===== src/rtl/hazard_forward_ctrl_pkg.sv =====
// Shared types and helpers for the hazard/forwarding controller: scoreboard
// entry layout, forwarding select encoding and counter saturation test.
package hazard_forward_ctrl_pkg;

    localparam int REG_AW_MAX = 16;
    localparam int CNT_W_MAX  = 32;
    localparam int FWD_RF     = 0;

    typedef struct packed {
        logic                  valid;
        logic [REG_AW_MAX-1:0] dest;
        logic                  wb_en;
        logic                  mem_r_en;
    } sb_entry_t;

    // True when the low 'width' bits of cnt are all ones, i.e. the counter is saturated.
    function automatic logic cnt_at_max(input logic [CNT_W_MAX-1:0] cnt, input int width);
        logic all_ones;
        all_ones = 1'b1;
        for (int i = 0; i < CNT_W_MAX; i++) begin
            if ((i < width) && !cnt[i]) begin
                all_ones = 1'b0;
            end else begin
                all_ones = all_ones;
            end
        end
        return all_ones;
    endfunction

endpackage


===== src/rtl/hazard_forward_ctrl_match.sv =====
// Priority match of one ID source against the in-flight scoreboard entries;
// yields a stall request and the forwarding select for that source.
module hazard_match
    import hazard_forward_ctrl_pkg::*;
#(
    parameter int REG_AW         = 4,
    parameter int STAGES         = 3,
    parameter bit FWD_EN         = 1'b1,
    parameter int LOAD_FWD_STAGE = 1,
    parameter int SEL_W          = $clog2(STAGES + 1)
) (
    input  logic                     src_use_i,
    input  logic [REG_AW-1:0]        src_i,
    input  sb_entry_t [STAGES-1:0]   ents_i,
    output logic                     stall_o,
    output logic [SEL_W-1:0]         sel_o
);

    // Walk from oldest to youngest so the lowest matching index has the last word.
    always_comb begin
        stall_o = 1'b0;
        sel_o   = SEL_W'(FWD_RF);
        for (int i = STAGES - 1; i >= 0; i--) begin
            if (src_use_i && ents_i[i].valid && ents_i[i].wb_en &&
                (ents_i[i].dest == REG_AW_MAX'(src_i))) begin
                if (FWD_EN) begin
                    if (ents_i[i].mem_r_en && (i < LOAD_FWD_STAGE)) begin
                        stall_o = 1'b1;
                        sel_o   = SEL_W'(FWD_RF);
                    end else begin
                        stall_o = 1'b0;
                        sel_o   = SEL_W'(i + 1);
                    end
                end else begin
                    // The WB entry writes through the register file, so it never stalls.
                    stall_o = stall_o | (i <= STAGES - 2);
                end
            end else begin
                stall_o = stall_o;
            end
        end
    end

endmodule


===== src/rtl/hazard_forward_ctrl.sv =====
// Hazard, forwarding and stall controller: tracks in-flight destinations ahead
// of ID, decides the ID stall, forwarding selects, memory freeze and perf counters.
module hazard_forward_ctrl
    import hazard_forward_ctrl_pkg::*;
#(
    parameter int REG_AW         = 4,
    parameter int STAGES         = 3,
    parameter bit FWD_EN         = 1'b1,
    parameter int LOAD_FWD_STAGE = 1,
    parameter int CNT_W          = 16,
    parameter int SEL_W          = $clog2(STAGES + 1)
) (
    input  logic              clk,
    input  logic              rst,
    input  logic              id_valid,
    input  logic [REG_AW-1:0] id_src1,
    input  logic [REG_AW-1:0] id_src2,
    input  logic              id_use_src1,
    input  logic              id_two_src,
    input  logic [REG_AW-1:0] id_dest,
    input  logic              id_wb_en,
    input  logic              id_mem_r_en,
    input  logic              branch_taken,
    input  logic              mem_ready,
    input  logic              mem_busy_req,
    output logic              freeze_front,
    output logic              freeze_back,
    output logic              hazard,
    output logic [SEL_W-1:0]  fwd_sel1,
    output logic [SEL_W-1:0]  fwd_sel2,
    output logic [CNT_W-1:0]  stall_cnt,
    output logic [CNT_W-1:0]  flush_cnt
);

    sb_entry_t [STAGES-1:0] sb_q, sb_d;
    logic [CNT_W-1:0]       stall_q, stall_d, flush_q, flush_d;
    logic                   mem_stall_s, flush_s, hazard_s, stall1_s, stall2_s;
    logic [SEL_W-1:0]       sel1_s, sel2_s;

    hazard_match #(.REG_AW(REG_AW), .STAGES(STAGES), .FWD_EN(FWD_EN),
                   .LOAD_FWD_STAGE(LOAD_FWD_STAGE), .SEL_W(SEL_W)) u_match1 (
        .src_use_i(id_use_src1), .src_i(id_src1), .ents_i(sb_q),
        .stall_o(stall1_s), .sel_o(sel1_s)
    );

    hazard_match #(.REG_AW(REG_AW), .STAGES(STAGES), .FWD_EN(FWD_EN),
                   .LOAD_FWD_STAGE(LOAD_FWD_STAGE), .SEL_W(SEL_W)) u_match2 (
        .src_use_i(id_two_src), .src_i(id_src2), .ents_i(sb_q),
        .stall_o(stall2_s), .sel_o(sel2_s)
    );

    assign mem_stall_s = mem_busy_req & ~mem_ready;
    assign flush_s     = branch_taken & ~mem_stall_s;
    assign hazard_s    = (stall1_s | stall2_s) & id_valid & ~flush_s;

    // Outputs are forced low while reset is held, independent of the clock.
    assign hazard       = rst & hazard_s;
    assign freeze_front = rst & (hazard_s | mem_stall_s);
    assign freeze_back  = rst & mem_stall_s;
    assign fwd_sel1     = rst ? sel1_s : SEL_W'(FWD_RF);
    assign fwd_sel2     = rst ? sel2_s : SEL_W'(FWD_RF);
    assign stall_cnt    = stall_q;
    assign flush_cnt    = flush_q;

    // Scoreboard next state: hold on memory stall, else shift with bubble or ID fields.
    always_comb begin
        sb_d = sb_q;
        if (mem_stall_s) begin
            sb_d = sb_q;
        end else begin
            for (int i = 1; i < STAGES; i++) begin
                sb_d[i] = sb_q[i-1];
            end
            if (flush_s || hazard_s) begin
                sb_d[0] = '0;
            end else begin
                sb_d[0].valid    = id_valid;
                sb_d[0].dest     = REG_AW_MAX'(id_dest);
                sb_d[0].wb_en    = id_wb_en;
                sb_d[0].mem_r_en = id_mem_r_en;
            end
        end
    end

    // Saturating performance counters.
    always_comb begin
        stall_d = stall_q;
        flush_d = flush_q;
        if ((hazard_s || mem_stall_s) && !cnt_at_max(CNT_W_MAX'(stall_q), CNT_W)) begin
            stall_d = stall_q + CNT_W'(1);
        end else begin
            stall_d = stall_q;
        end
        if (flush_s && !cnt_at_max(CNT_W_MAX'(flush_q), CNT_W)) begin
            flush_d = flush_q + CNT_W'(1);
        end else begin
            flush_d = flush_q;
        end
    end

    // State registers.
    always_ff @(posedge clk or negedge rst) begin
        if (!rst) begin
            sb_q    <= '0;
            stall_q <= '0;
            flush_q <= '0;
        end else begin
            sb_q    <= sb_d;
            stall_q <= stall_d;
            flush_q <= flush_d;
        end
    end

endmodule

===== config.mk =====
export PLATFORM = sky130hd
export DESIGN_NAME = hazard_forward_ctrl
export DESIGN_NICKNAME = d
export VERILOG_FILES = /design/src/rtl/hazard_forward_ctrl_pkg.sv /design/src/rtl/hazard_forward_ctrl_match.sv /design/src/rtl/hazard_forward_ctrl.sv
export SDC_FILE = /design/constraint.sdc
export NUM_CORES = 1
export LEC_CHECK = 0
export ABC_AREA = 0
export BUFFER_PORTS_ARGS = -buffer_cell sky130_fd_sc_hd__buf_2
export CAP_MARGIN = 20
export CORE_ASPECT_RATIO = 1.5
export CORE_MARGIN = 1
export CORE_UTILIZATION = 43
export CTS_CLUSTER_DIAMETER = 60
export DETAILED_ROUTE_END_ITERATION = 10
export HOLD_SLACK_MARGIN = 0.05
export PLACE_DENSITY = 0.76
export SYNTH_ARGS = -nofsm -noshare
export SYNTH_HDL_FRONTEND = slang
export SYNTH_SLANG_ARGS = --single-unit
export TNS_END_PERCENT = 20

===== constraint.sdc =====
create_clock -name clk -period 2.2 [get_ports clk]
set_clock_uncertainty 0.1 [all_clocks]
set_input_delay 0.11 -clock clk [delete_from_list [all_inputs] [get_ports clk]]
set_output_delay 0.11 -clock clk [all_outputs]
set_load 0.1 [all_outputs]

After elaboration in Yosys (flattened, before gate mapping)
Index checks and enable logic that the tools add are counted.

storage, ports and cells
  word-level logic and storage cells = 101
  flip-flop bits (word level) = 87
  output and inout bits = 39

operators by class
  bitwise operators = 12
  equality and inequality tests = 6
  multiplexer cells = 45
  reductions and logical operators = 24
  add/sub/neg operators = 2

operators by type and width
  cell                     count
  $eq A16 B4 Y1            6
  $mux W1                  36
  $add A16 B1 Y16 const B  2
  $logic_and A1 B1 Y1      20
  $mux W19                 1
  $mux W2                  8
  $and A1 B1 Y1            7
  $not A1 Y1               3
  $logic_not A1 Y1         2
  $logic_or A1 B1 Y1       2
  $or A1 B1 Y1             2

Longest topological paths before layout
  depth in word-level cells = 18
  gate-level depth with buffers = 7
  mapped depth without buffers = 7

Modules after synthesis
Synthesis repeated with hierarchy kept, for this count alone.

second synthesis, totals
  cells, all modules = 302
  area total of the unflattened synthesis = 2962.8 um^2

by module, submodules not included
  module               times used  cells an instance  area an instance (um^2)
  hazard_forward_ctrl  1           226                2389.8
  hazard_match         2           38                 286.5

Worst setup path before layout
No wires, ideal clock.

  path kind = flip-flop to output port
  start point = reg sb_q[4] in the netlist's numbering
  end point = out freeze_front
  required time = 1990 ps
  arrival = 3402 ps
  cell stages (with the launch flop) = 6
  setup slack = -1412 ps
  path through = dfrtp_1 > xor2_1 > nor4_4 > a32oi_4 > buf_6 > a21boi_0

on the way
  cells in the longest elaborated chain, start to end = 8
  elaborated cells on any way between the ends = 11
  classes of those cells = 2 x eq/ne; 2 x mux; 5 x bitwise; 2 x reduce/logical

ends and longest elaborated chain
  item                          RTL line                         text
  start, declared               hazard_forward_ctrl.sv:35        sb_entry_t [STAGES-1:0] sb_q, sb_d;
  start signal, assigned        hazard_forward_ctrl.sv:104       sb_q <= '0;
  start signal, assigned        hazard_forward_ctrl.sv:108       sb_q <= sb_d;
  $eq A16 B4 Y1                 hazard_forward_ctrl_match.sv:25  (ents_i[i].dest == REG_AW_MAX'(src_i))) begin
  $logic_and A1 B1 Y1           hazard_forward_ctrl_match.sv:24  if (src_use_i && ents_i[i].valid && ents_i[i].wb_en &&
  $mux W1                       hazard_forward_ctrl_match.sv:24
  $or A1 B1 Y1 *                hazard_forward_ctrl.sv:54        assign hazard_s = (stall1_s | stall2_s) & id_valid & ~flush_s;
  $and A1 B1 Y1 * (2 in a row)  hazard_forward_ctrl.sv:54
  $or A1 B1 Y1 *                hazard_forward_ctrl.sv:58        assign freeze_front = rst & (hazard_s | mem_stall_s);
  $and A1 B1 Y1 *               hazard_forward_ctrl.sv:58
  end, declared                 hazard_forward_ctrl.sv:26        output logic freeze_front,

Mark *: on every way between the ends. The rest lies on a longest branch, timed or not.

Worst setup path after layout
  start point = reg sb_q[42] in the netlist's numbering
  end point = out fwd_sel2[0]

on the way
  cells in the longest elaborated chain, start to end = 6

ends and longest elaborated chain
  item                  RTL line                         text
  $eq A16 B4 Y1         hazard_forward_ctrl_match.sv:25
  $logic_and A1 B1 Y1   hazard_forward_ctrl_match.sv:24
  $mux W2 (3 in a row)  hazard_forward_ctrl_match.sv:24
  $mux W2               hazard_forward_ctrl.sv:61        assign fwd_sel2 = rst ? sel2_s : SEL_W'(FWD_RF);
  end, declared         hazard_forward_ctrl.sv:30        output logic [SEL_W-1:0] fwd_sel2,

No other way between the ends.

==> flow_summary.yaml <==
route:
  viasPerCell: 5.382
  drtIter0Drc: 105
  dr.pass1.iters: 4
  drt_wl_total_um: 6840
  ant_nets: 0
  post-route-drc-count: 0
  wl_per_cell_um: 14.93
  vias: 2465
sta:
  slew_violations: 0
  tightest_slew_ns: 0.6928
  period_share_pct: 101.9
  slew_headroom_pct: 53.47
  setup_ws_ns: -0.04170
  fin_crit_ns: 2.242
  setup_violations: 2
  rsz0062_at_grt: "yes"
  fmax_mhz: 446.1
  final-hold-violation-count: 0
synthesis:
  synth_mux_area_share_pct: 2.006
  synth_nets: 301
  synth_edf_count: 0
  synth_cell_types: 42
  syn-cell-area_um2: 2806
  synth_top_area_share_pct: 45.47
  synth_compound_area_share_pct: 11.23
  ys_async_sr_fraction_pct: 100.0
  yosys.area.top_type: "dfrtp_1"
  yosys.area_share.simple_pct: 22.07
  syn_area_per_cell_um2: 10.21
  synthTopCellsByArea: "dfrtp_1, xor2_1, nand2_1, xnor2_1, nand3_1"
  ys_ff_latch: 51
  ys_seq_area_share_pct: 45.47
  yosys_warnings: 0
  synth_top_family_by_area: "simple AND/OR/NAND/NOR gates"
  syn_inst: 275
  synthXorXnorAreaFrac_pct: 15.60
  ys.flop_type: "dfrtp_1"
  synth-adder-area-share_pct: 1.783
floorplanning:
  initial_core_util_pct: 45.13
  die_x_um: 67.96
  die_y_um: 100.9
  core_area_um2: 6218
  rows: 35
  io_pins: 61
  dieArea_um2: 6860
clock_tree:
  root_buffer: "clkbuf_8"
  clk_pin_slew_ns: 0.09
  worstSkewPairLatency_ns: 0.30
  clock-sinks: 51
  htreeDepth: 2
  cts_tree: "built"
  clock_path_buffers: 2
  cts_made_buffers: 5
power_and_ir_drop:
  p_per_area_nw_per_um2: 926.5
  comb_power_share_pct: 48.6
  p_clk_share_pct: 15.8
  seqPwrFrac_pct: 35.5
  leakagePower_uw: 0.001866
  power_switching_uw: 1769
  ir_drop_uv: 1313
  p_int_uw: 1885
  sw_frac_of_total_pct: 48.42
cells_and_area:
  fillers: 489
  final_nets: 409
  drive_above_1_share_pct: 45.05
  mostFrequentLayoutCells: "nand2_1, buf_2, xor2_1, buf_4, dfrtp_1"
  final_cells: 458
  area_delta_synth_final_pct: 40.53
  final_core_util_pct: 63.42
  num_antenna_cells: 0
outcome:
  violations: "negative setup slack"
  status: "finished, violations left"
setup_path:
  crit_required_ns: 1.99
  end_kind: "output pin"
  arrival_ns: 2.03
  crit_fanout: 3
  crit_slowest_cell: "or4_4"
  setup.worst_path.start_class: "flop"
  slowest_delay_ns: 0.56
  critPathBufInv: 1
  crit_family: "simple AND/OR/NAND/NOR gates"
  critPathKind: "flop to output pin"
  cp_cell_sequence: "xor2_1 > or4_4 > and3b_1 > o21a_1 > buf_12"
placement:
  gp_congestion: 0.8495
  dp_hpwl_um: 5168
  port_buffers: 60
  post-place-cells: 435
global_routing:
  grt_max_degree: 28
  grt_pass1_vias: 2548
  grt_pass1_wl_um: 11620
  grt_overflow: 0
  grt_antenna_before_repair: 0
  track_usage_pct: 22.12
flow_run:
  cap_violations: 0
worst_hold_path:
  hold_path.class: "primary input to flop"
## Yosys cell counts, drive strengths merged (5+ instances only)
library cell / n
a2111oi: 6
a211oi: 5
a21oi: 6
a22o: 7
dfrtp: 51
mux2: 5
nand2: 54
nand3: 14
nand4: 11
nor2: 13
nor3: 5
or4: 5
xnor2: 10
xor2: 40
## stage by stage
stage          TNS [ns]  cell area, µm²  setup WS [ns]  hold WS [ns]  power, µW
2_1_floorplan   -0.7427            2925        -0.1873       -0.2856       2568
3_3_place_gp    -0.6581            3632        -0.1460      -0.03067       2992
3_5_place_dp     -1.347            3632        -0.2205      -0.02444       3029
4_1_cts         -0.1751            3840       -0.05690        0.1262       3625
5_1_grt         -0.3314            3944        -0.1158        0.1505       3839
6_report       -0.07965            3944       -0.04170        0.1391       3654
## power groups by stage
stage | sequential (µW) | combinational, µW | clock (µW)
after global routing | 1320 | 1880 | 637
after global placement | 1300 | 1690 | 0
after CTS | 1290 | 1740 | 598
final | 1300 | 1780 | 579
after floorplan | 2230 | 340 | 0
after detailed placement | 1310 | 1720 | 0
## path summary, 6_finish.rpt
check / startpoint / cells after the start / slack [ns] / to
max reg2reg: flush_cnt[1] / 7 / 0.01 / flush_cnt[13]
min: mem_ready / 3 / 0.14 / sb_q[0]
min in group asynchronous: rst / 2 / 0.17 / stall_cnt[15]
max in group asynchronous: rst / 3 / 1.07 / flush_cnt[1]
max: sb_q[42] / 5 / -0.04 / fwd_sel2[0]
min reg2reg: flush_cnt[14] / 1 / 0.38 / flush_cnt[14]
## tightest hold or removal path: stages
cell	delay, ns
buf_2	0.08
nor2b_1	0.07
a22o_1	0.23
## routing by layer
layer	track usage [%]	vias to the layer above	routed length, µm
li1	-	1182	-
met1	26.21	1192	2770
met2	38.61	79	3629
met3	4.525	12	324
met4	7.212	0	116
met5	0	-	0
## state kept, by name, summed over array words and instances (netlist names)
signal / cells
sb_q: 19
stall_cnt: 16
flush_cnt: 16
## area by class of cell
| type | count | area [µm²] | area share (%) |
|---|---|---|---|
| Tap cell | 74 | 92.59 | 2.348 |
| Sequential cell | 51 | 1320 | 33.47 |
| Multi-Input combinational cell | 213 | 1630 | 41.34 |
| Timing Repair Buffer | 108 | 785.8 | 19.92 |
| Inverter | 4 | 15.01 | 0.3807 |
| Clock buffer | 8 | 100.1 | 2.538 |
## repair_timing
action                     CTS  global route
setup buffers                0             7
setup endpoints to repair   15            17
gates resized for setup      7            14
hold endpoints to repair    31             0
hold buffers                 8             0
pin swaps                    3            12
## cells by family (layout without fill, tap and decap cells)
family,Yosys count,in the layout
DFF,51,51
xor gates and xnor gates,50,50
and+or+nand+nor,121,121
adders and majority gates,4,4
muxes,5,5
AOI/OAI and AO/OA,33,33
buffers and inverters,11,120
(Power assumes the default switching activity.)
